### config.mk
export PLATFORM = sky130hd
export DESIGN_NAME = request_unit_rr_flat
export DESIGN_NICKNAME = d
export VERILOG_FILES = /design/src/rtl/request_unit_rr_pkg.sv /design/src/rtl/request_unit_rr_if.sv /design/src/rtl/request_unit_rr_pick.sv /design/src/rtl/request_unit_rr.sv /design/src/flat_wrapper.sv
export SDC_FILE = /design/constraint.sdc
export NUM_CORES = 1
export LEC_CHECK = 0
export BUFFER_PORTS_ARGS = -buffer_cell sky130_fd_sc_hd__buf_2
export CAP_MARGIN = 10
export CORE_ASPECT_RATIO = 1.25
export CORE_MARGIN = 8
export CORE_UTILIZATION = 60
export CTS_BUF_LIST = sky130_fd_sc_hd__clkbuf_8
export DETAILED_ROUTE_END_ITERATION = 10
export PLACE_DENSITY = 0.88
export SLEW_MARGIN = 20
export SYNTH_ARGS = -nofsm -noshare
export SYNTH_HDL_FRONTEND = slang
export SYNTH_SLANG_ARGS = --single-unit
### constraint.sdc
create_clock -name CLK -period 5 [get_ports CLK]
set_input_delay 0.5 -clock CLK [delete_from_list [all_inputs] [get_ports CLK]]
set_output_delay 0.5 -clock CLK [all_outputs]
set_load 0.02 [all_outputs]
### src/rtl/request_unit_rr_pkg.sv
// rtl/request_unit_rr_pkg.sv - shared types and helpers for the round-robin request unit
package request_unit_rr_pkg;

  typedef enum logic [1:0] {
    RU_FETCH  = 2'd0,
    RU_DATA   = 2'd1,
    RU_HALTED = 2'd2
  } ru_state_t;

  // Width of a channel index; a single channel still needs one bit of select.
  function automatic int sel_width(input int n);
    return (n > 1) ? $clog2(n) : 1;
  endfunction

endpackage

### src/rtl/request_unit_rr_if.sv
// rtl/request_unit_rr_if.sv - control unit / arbiter handshake bundle for the request unit
interface request_unit_rr_if
  import request_unit_rr_pkg::*;
#(
  parameter int NDCH = 2
);
  localparam int DSEL_W = sel_width(NDCH);

  logic              cuIRE;
  logic [NDCH-1:0]   cuDRE;
  logic [NDCH-1:0]   cuDWE;
  logic              cuHALT;
  logic              ihit;
  logic              dhit;
  logic              iREN;
  logic              dREN;
  logic              dWEN;
  logic [DSEL_W-1:0] dsel;
  logic              pcWEN;
  logic              halted;
  logic              timeout_err;

  modport ru (
    input  cuIRE, cuDRE, cuDWE, cuHALT, ihit, dhit,
    output iREN, dREN, dWEN, dsel, pcWEN, halted, timeout_err
  );

  modport tb (
    output cuIRE, cuDRE, cuDWE, cuHALT, ihit, dhit,
    input  iREN, dREN, dWEN, dsel, pcWEN, halted, timeout_err
  );

endinterface

### src/rtl/request_unit_rr_pick.sv
// rtl/request_unit_rr_pick.sv - combinational round-robin picker: first pending channel at or after ptr
module rr_pick
  import request_unit_rr_pkg::*;
#(
  parameter int N = 2
) (
  input  logic [N-1:0]            pend,
  input  logic [sel_width(N)-1:0] ptr,
  output logic [sel_width(N)-1:0] grant,
  output logic                    any
);
  localparam int W = sel_width(N);

  int           j;
  logic [W-1:0] idx;

  // Scan offsets from the far end back toward ptr so the closest pending channel wins last.
  always_comb begin
    grant = '0;
    any   = 1'b0;
    j     = 0;
    idx   = '0;
    for (int i = N - 1; i >= 0; i--) begin
      j = int'(ptr) + i;
      if (j >= N) j = j - N;
      idx = W'(j);
      if (pend[idx]) begin
        grant = idx;
        any   = 1'b1;
      end
    end
  end

endmodule

### src/rtl/request_unit_rr.sv
// rtl/request_unit_rr.sv - multi-channel request unit: serves per-instruction data requests round-robin
module request_unit_rr
  import request_unit_rr_pkg::*;
#(
  parameter int NDCH    = 2,
  parameter int TMO_W   = 8,
  parameter int TIMEOUT = 200
) (
  input logic        CLK,
  input logic        nRST,
  request_unit_rr_if.ru ruif
);
  localparam int                DSEL_W   = sel_width(NDCH);
  localparam logic [TMO_W-1:0]  TMO_LAST = (TIMEOUT > 0) ? TMO_W'(TIMEOUT - 1) : '0;
  localparam logic [DSEL_W-1:0] LAST_CH  = DSEL_W'(NDCH - 1);

  ru_state_t         state, state_n;
  logic [NDCH-1:0]   pend, pend_n;
  logic [NDCH-1:0]   wr, wr_n;
  logic [DSEL_W-1:0] ptr, ptr_n;
  logic [TMO_W-1:0]  tmo, tmo_n;
  logic              halt_pend, halt_pend_n;
  logic              terr, terr_n;

  logic [DSEL_W-1:0] grant;
  logic              any;
  logic              tmo_hit;
  logic              done;

  logic              i_ren, d_ren, d_wen, pc_wen;
  logic [DSEL_W-1:0] dsel_c;

  rr_pick #(.N(NDCH)) u_pick (
    .pend  (pend),
    .ptr   (ptr),
    .grant (grant),
    .any   (any)
  );

  // State and per-instruction bookkeeping; reset drops any in-flight access.
  always_ff @(posedge CLK or negedge nRST) begin
    if (!nRST) begin
      state     <= RU_FETCH;
      pend      <= '0;
      wr        <= '0;
      ptr       <= '0;
      tmo       <= '0;
      halt_pend <= 1'b0;
      terr      <= 1'b0;
    end else begin
      state     <= state_n;
      pend      <= pend_n;
      wr        <= wr_n;
      ptr       <= ptr_n;
      tmo       <= tmo_n;
      halt_pend <= halt_pend_n;
      terr      <= terr_n;
    end
  end

  // Next-state and output decode; a timeout retires the access exactly like a dhit.
  always_comb begin
    state_n     = state;
    pend_n      = pend;
    wr_n        = wr;
    ptr_n       = ptr;
    tmo_n       = tmo;
    halt_pend_n = halt_pend;
    terr_n      = terr;
    i_ren       = 1'b0;
    d_ren       = 1'b0;
    d_wen       = 1'b0;
    pc_wen      = 1'b0;
    dsel_c      = '0;
    tmo_hit     = 1'b0;
    done        = 1'b0;

    case (state)
      RU_FETCH: begin
        i_ren = ruif.cuIRE;
        if (ruif.ihit) begin
          pend_n      = ruif.cuDRE | ruif.cuDWE;
          wr_n        = ruif.cuDWE;
          halt_pend_n = ruif.cuHALT;
          if ((ruif.cuDRE | ruif.cuDWE) == '0) begin
            pc_wen  = 1'b1;
            state_n = ruif.cuHALT ? RU_HALTED : RU_FETCH;
          end else begin
            state_n = RU_DATA;
          end
        end
      end

      RU_DATA: begin
        if (any) begin
          dsel_c  = grant;
          d_wen   = wr[grant];
          d_ren   = ~wr[grant];
          tmo_hit = (TIMEOUT != 0) && (tmo == TMO_LAST) && !ruif.dhit;
          done    = ruif.dhit | tmo_hit;
          if (done) begin
            pend_n[grant] = 1'b0;
            ptr_n         = (grant == LAST_CH) ? '0 : grant + DSEL_W'(1);
            tmo_n         = '0;
            if (tmo_hit) terr_n = 1'b1;
            if (pend_n == '0) begin
              pc_wen  = 1'b1;
              state_n = halt_pend ? RU_HALTED : RU_FETCH;
            end
          end else begin
            tmo_n = tmo + TMO_W'(1);
          end
        end else begin
          state_n = RU_FETCH;
        end
      end

      RU_HALTED: begin
        state_n = RU_HALTED;
      end

      default: begin
        state_n = RU_FETCH;
      end
    endcase
  end

  assign ruif.iREN        = i_ren;
  assign ruif.dREN        = d_ren;
  assign ruif.dWEN        = d_wen;
  assign ruif.dsel        = dsel_c;
  assign ruif.pcWEN       = pc_wen & nRST;
  assign ruif.halted      = (state == RU_HALTED);
  assign ruif.timeout_err = terr;

endmodule

### src/flat_wrapper.sv
// flat-port wrapper written by rule: the top's interface ports become plain ports
module request_unit_rr_flat import request_unit_rr_pkg::*;
#(
  parameter int NDCH    = 2,
  parameter int TMO_W   = 8,
  parameter int TIMEOUT = 200
)
  (CLK, nRST, ruif_cuIRE, ruif_cuDRE, ruif_cuDWE, ruif_cuHALT, ruif_ihit, ruif_dhit, ruif_iREN, ruif_dREN, ruif_dWEN, ruif_dsel, ruif_pcWEN, ruif_halted, ruif_timeout_err);
  request_unit_rr_if #(.NDCH(NDCH)) ruif_i ();
  input logic CLK;
  input logic nRST;
  input wire logic [$bits(ruif_i.cuIRE)-1:0] ruif_cuIRE;
  input wire logic [$bits(ruif_i.cuDRE)-1:0] ruif_cuDRE;
  input wire logic [$bits(ruif_i.cuDWE)-1:0] ruif_cuDWE;
  input wire logic [$bits(ruif_i.cuHALT)-1:0] ruif_cuHALT;
  input wire logic [$bits(ruif_i.ihit)-1:0] ruif_ihit;
  input wire logic [$bits(ruif_i.dhit)-1:0] ruif_dhit;
  output wire logic [$bits(ruif_i.iREN)-1:0] ruif_iREN;
  output wire logic [$bits(ruif_i.dREN)-1:0] ruif_dREN;
  output wire logic [$bits(ruif_i.dWEN)-1:0] ruif_dWEN;
  output wire logic [$bits(ruif_i.dsel)-1:0] ruif_dsel;
  output wire logic [$bits(ruif_i.pcWEN)-1:0] ruif_pcWEN;
  output wire logic [$bits(ruif_i.halted)-1:0] ruif_halted;
  output wire logic [$bits(ruif_i.timeout_err)-1:0] ruif_timeout_err;
  assign ruif_i.cuIRE = ruif_cuIRE;
  assign ruif_i.cuDRE = ruif_cuDRE;
  assign ruif_i.cuDWE = ruif_cuDWE;
  assign ruif_i.cuHALT = ruif_cuHALT;
  assign ruif_i.ihit = ruif_ihit;
  assign ruif_i.dhit = ruif_dhit;
  assign ruif_iREN = ruif_i.iREN;
  assign ruif_dREN = ruif_i.dREN;
  assign ruif_dWEN = ruif_i.dWEN;
  assign ruif_dsel = ruif_i.dsel;
  assign ruif_pcWEN = ruif_i.pcWEN;
  assign ruif_halted = ruif_i.halted;
  assign ruif_timeout_err = ruif_i.timeout_err;
  request_unit_rr #(.NDCH(NDCH), .TMO_W(TMO_W), .TIMEOUT(TIMEOUT)) u_core (.CLK(CLK), .nRST(nRST), .ruif(ruif_i));
endmodule
# After elaboration in Yosys (flattened, before gate mapping)
# Index checks and enable logic that the tools add are counted.
[totals]
output_inout_bits = 7
register_bits = 17
[classes]
bitwise = 6
n_reduce_logical = 13
n_mux = 41
magnitude_cmp = 6
n_addsub = 5
eq_ne = 8
[op_table]
columns = ["cell", "n"]
rows = [
  ["two-way mux 1 bit", 26],
  ["two-way mux 2 bit", 10],
  ["adder 8 x 1 -> 8 bit (second input constant)", 1],
  ["== test 8 bit (second input constant)", 1],
  ["two-way mux 8 bit", 1],
  ["AND reduction 4 bit", 2],
  ["logical NOT 2 bit", 3],
  ["less-than comparator 1 x 2 -> 1 bit (second input constant)", 3],
  ["inequality test 3 bit (second input constant)", 2],
  ["case mux 2 bit (3 select lines)", 1],
  ["AND reduction 3 bit", 2],
  ["inequality test 2 x 1 -> 1 bit (second input constant)", 2],
  ["case mux 2 bit (2 select lines)", 1],
  ["AND reduction 2 bit", 2],
  ["adder 1 x 1 -> 2 bit (second input constant)", 1],
  ["AND 2 bit", 1],
  ["== test 2 x 1 -> 1 bit (second input constant)", 1],
  ["== test 2 bit (second input constant)", 1],
  [">= comparator 1 x 2 -> 1 bit (second input constant)", 1],
  [">= comparator 2 bit (second input constant)", 1],
  ["logical AND 1 bit", 2],
  ["inequality test 2 bit (second input constant)", 1],
  ["inverter 2 bit", 1],
  ["OR 2 bit", 1],
  ["other kinds (10)", 11],
]

# Depth between registers and ports, before layout
[depth]
ltp_word = 19
depth_mapped = 5
ltp_nobuf = 5

# Modules after synthesis
# From an unflattened synthesis, not the netlist that was laid out.
[unflattened]
hier_cells = 97
area_unflattened_um2 = 934.6
[by_module_without_submodules]
columns = ["mod", "seq_area_each_um2", "area_per_inst_um2", "cells_each", "n_inst"]
rows = [
  ["request_unit_rr", 425.4, 917.1, 94, 1],
  ["rr_pick", 0.0, 17.5, 3, 1],
]

# Worst setup path after synthesis
# No wires, ideal clock.
[synth_timing]
kind = "flip-flop to output port"
from = "register u_core.tmo[0]"
to = "output port ruif_pcWEN"
required_ps = 4500
path_stages_with_launch = 6
setup_slack_ps = 2924
arrival_ps = 1576
path_cell_list = "dfrtp_1 -> ha_1 -> nand4_2 -> o41ai_4 -> a32o_1 -> and3_1"
[synth_via]
elab_chain_cells = 7
[synth_rtl]
columns = ["item", "line", "text"]
rows = [
  ["start: declaration", "request_unit_rr.sv:21", "logic [TMO_W-1:0] tmo, tmo_n;"],
  ["start signal: assignment", "request_unit_rr.sv:55", "tmo <= tmo_n;"],
  ["== test 8 bit", "request_unit_rr.sv:99", "tmo_hit = (TIMEOUT != 0) && (tmo == TMO_LAST) && !ruif.dhit;"],
  ["logical AND 1 bit", "request_unit_rr.sv:99", ""],
  ["OR 1 bit", "request_unit_rr.sv:100", "done = ruif.dhit | tmo_hit;"],
  ["two-way mux 1 bit", "request_unit_rr.sv:101", "if (done) begin"],
  ["two-way mux 1 bit", "request_unit_rr.sv:95", "if (any) begin"],
  ["case mux 1 bit (2 select lines)", "request_unit_rr.sv:78", "case (state)"],
  ["AND 1 bit", "request_unit_rr.sv:132", "assign ruif.pcWEN = pc_wen & nRST;"],
  ["end: declaration", "flat_wrapper.sv:22", "output wire logic [$bits(ruif_i.pcWEN)-1:0] ruif_pcWEN;"],
]
# Every way passes these cells.

# Worst setup path after layout
# Same ends and word-level chain as after synthesis.

==> impl_table.tex <==
\begin{tabular}{lr}
\hline
Metric & Value \\
\hline
\multicolumn{2}{l}{\textbf{Synthesis}} \\
Ranking of synthesized cells by area & dfrtp\_1, nor2\_1, nand2\_1 \\
Distinct cells, synth & 33 \\
Largest area contributor in the netlist & dfrtp\_1 \\
Synthesized instance count & about 110 \\
Mean cell area of the mapped netlist & 9.02 um\^{}2 \\
Area share of the leading cell type in the synthesized netlist & 0.425 \\
Seq/Total Area, Yosys & 0.425 \\
Number of synthesized flops with an enable pin & 0 \\
Post-synth net total & 122 \\
Area of the mapped netlist & 1000 um\^{}2 \\
Synth Flop Type & dfrtp\_1 \\
Top post-synthesis cells by count & dfrtp\_1, nor2\_1, nand2\_1 \\
Most used standard cell by instance count after synthesis & dfrtp\_1 \\
Flip-flop and latch count after synthesis & 17 \\
Fraction of registers with async set/reset & 1.00 \\
Number of warnings reported in the yosys synthesis log & 0 \\
\multicolumn{2}{l}{\textbf{Floorplan}} \\
Horiz. Die Dim & approximately 53 um \\
FP Rows & 16 \\
Die boundary height & 61.7 um \\
Initial cell density of the core & 0.641 \\
Core region area & 1560 um\^{}2 \\
Number of placed I/O pins & 17 \\
Die footprint & 3240 um\^{}2 \\
\multicolumn{2}{l}{\textbf{GRT}} \\
Number of global-route vias before repair & 890 \\
Remaining global-route overflow & 0 \\
Initial antenna violation count & 0 \\
Overall Global Routing Usage & 0.153 \\
Maximum number of pins on one net before global-route repair & 19 \\
First-pass GRT wire length & between 3000 and 4000 um \\
\multicolumn{2}{l}{\textbf{Final layout}} \\
Fraction of layout instances using a drive strength above 1 & 0.220 \\
Final nets & around 140 \\
Area grow syn2layout & 13.0\% \\
Diode insertion count for antenna repair & 0 \\
\multicolumn{2}{l}{\textbf{Clocking}} \\
Number of levels in the clock H-tree & 1 \\
Clock transition at the registers of the reported paths & 60 ps \\
Max Buffers Root-to-Sink & 2 \\
Total setup buffers inserted after CTS & 0 \\
Cts bufs inserted & 3 \\
Clock tree from TritonCTS & yes \\
Clock net sink count & 17 \\
Clock latency on the worst-skew pair & 240 ps \\
Quantity of gates resized following cts & 0 \\
Quantity of hold-fixing buffers added after cts & 0 \\
CTS Root Cell & clkbuf\_8 \\
\multicolumn{2}{l}{\textbf{Placed design}} \\
Port Buffers & 16 \\
Detailed placer's ending HPWL & 1730 um \\
Worst slack, placed & between 2000 and 3000 ps \\
RD Place Congestion & 0.810 \\
\multicolumn{2}{l}{\textbf{STA}} \\
Final setup viols & 0 \\
Final-report hold violation count & 0 \\
Worst max-slew margin expressed relative to the limit & 0.652 \\
Worst Setup Slack, final & 2440 ps \\
Post-Route Hold Slack & 174 ps \\
Setup total negative slack & 0 ps \\
Fin crit period & roughly 2600 ps \\
Actual slew at the worst max-slew pin & approximately 520 ps \\
RSZ-0062 raised after global routing & false \\
Final worst path period share & 0.512 \\
Fmax & 391 MHz \\
Clock tree skew after final layout & 0.824 ps \\
Slew Viols, Final & 0 \\
\multicolumn{2}{l}{\textbf{Route}} \\
Average vias per placed instance & between 6 and 7 \\
Starting DRC count in detailed routing & 18 \\
Sum of met2 wire segment lengths after detailed routing & around 1200 um \\
Number of remaining DRC errors & 0 \\
Antenna-violating nets left & 0 \\
Via count & 945 \\
Amount of wire on met3 after detailed routing & 90 um \\
Highest metal layer with signal wires & met4 \\
DR WL/cell & around 16 um \\
Iteration count of the initial detailed-routing pass & 4 \\
Total wirelength of the detailed-routed design & 2280 um \\
Length of routed wiring on met1 & 983 um \\
\multicolumn{2}{l}{\textbf{Status}} \\
Result of the run & finished, final reports clean \\
\multicolumn{2}{l}{\textbf{Flow run}} \\
Maxcap violations & 0 \\
\multicolumn{2}{l}{\textbf{Worst hold path}} \\
Type of the most critical hold path & primary input to asynchronous set/reset pin \\
\multicolumn{2}{l}{\textbf{Critical path}} \\
Reg2Reg Setup Slack & 3170 ps \\
Critical path origin & u\_core.tmo[0]\$\_DFFE\_PN0P\_ \\
RR Endpoint & u\_core.pend[0]\$\_DFFE\_PN0P\_ \\
R2R depth & 5 \\
Arr. time, crit path & 2060 ps \\
Classification of the worst setup path & flop to output port \\
Origin of the critical flop-to-flop path & u\_core.tmo[0]\$\_DFFE\_PN0P\_ \\
Critical Path Fanout Max & 8 \\
Termination of the worst setup path & ruif\_pcWEN \\
Element type at the critical path start & flop \\
Worst Setup End Kind & output port \\
Required time at the worst-slack endpoint & between 4000 and 5000 ps \\
\multicolumn{2}{l}{\textbf{Pwr}} \\
Worst-case vdd ir drop & 0.000372 V \\
Leakage power total & 0.530 nW \\
Pwr Density & 513 nW/um\^{}2 \\
\hline
\end{tabular}
[cell usage in the layout, fill, tap and decap left out, types with 2 or more instances in the layout]
master,instances
a211oi_1,2
a21oi_1,3
a221o_1,2
a22o_1,4
a31oi_1,3
a32o_1,2
a41oi_1,2
and3_1,2
buf_2,16
clkbuf_8,3
dfrtp_1,17
inv_1,7
mux2_2,3
nand2_1,10
nand2b_1,3
nand3_1,6
nand4_1,2
nor2_1,14
nor3_1,4
nor4_1,2
o21ai_0,7
o22ai_1,2
[registers in the layout, indices dropped and copies added (netlist names)]
signal                   cells
u_core.tmo                   8
u_core.pend                  2
u_core.state                 2
u_core.wr                    2
u_core.halt_pend             1
u_core.ptr                   1
u_core.ruif.timeout_err      1
[worst max-delay path: stages (launching register included)]
cell and delay [ps]:
dfrtp_1 400, ha_1 260, nand4_2 150, o41ai_4 450
a32o_1 240, and3_1 150, buf_2 160
[final cells by class]
cell class,instances,area (um^2)
repair buffers,16,80.1
multi-input cells,84,536
clock inverters,1,3.75
flip-flops and latches,17,425
inverters,6,22.5
clock buffers,3,41.3
fillers,111,430
well taps,18,22.5
[worst min path at each step]
stage | start | to | slack (ps)
2_1_floorplan | nRST | u_core.halt_pend$_DFFE_PN0P_ | 200
3_3_place_gp | nRST | u_core.tmo[3]$_DFFE_PN0P_ | 440
3_5_place_dp | u_core.ruif.timeout_err$_DFFE_PN0P_ | u_core.ruif.timeout_err$_DFFE_PN0P_ | 440
4_1_cts | nRST | u_core.tmo[3]$_DFFE_PN0P_ | 180
5_1_grt | nRST | u_core.tmo[7]$_DFFE_PN0P_ | 200
6_report | nRST | u_core.tmo[7]$_DFFE_PN0P_ | 170
[stage by stage]
| stage | instances | cell area [um^2] | util | total power, mW |
|---|---|---|---|---|
| global route | 145 | 1130 | 0.724 | 0.629 |
| CTS | 145 | 1130 | 0.724 | 0.581 |
| floorplan | 111 | 1000 | - | 0.415 |
| global placement | 141 | 1090 | 0.696 | 0.474 |
| finish | 145 | 1130 | 0.724 | 0.581 |
| detailed placement | 141 | 1090 | 0.696 | 0.482 |
[cell families (layout without fill, tap and decap cells)]
kind of cell,count (synthesis),after routing,synth area share
and+or+nand+nor,48,48,0.235
adders and majority gates,1,1,0.0125
muxes,3,3,0.0337
DFF,17,17,0.425
buffers and inverters,10,26,0.0400
AOI/OAI and AO/OA,32,32,0.254
[where the power goes]
group | switching, mW | internal, mW | total, mW
registers | 0.0570 | 0.180 | 0.237
logic | 0.145 | 0.100 | 0.245
clock network | 0.0437 | 0.0543 | 0.0980
[per-layer routing]
layer  vias up  GRT usage
li1        449          -
met2        27      0.263
met4         0     0.0556
met5         -          0
met1       467      0.184
met3         2     0.0266
Note: power is estimated with default switching activity, not from simulation.
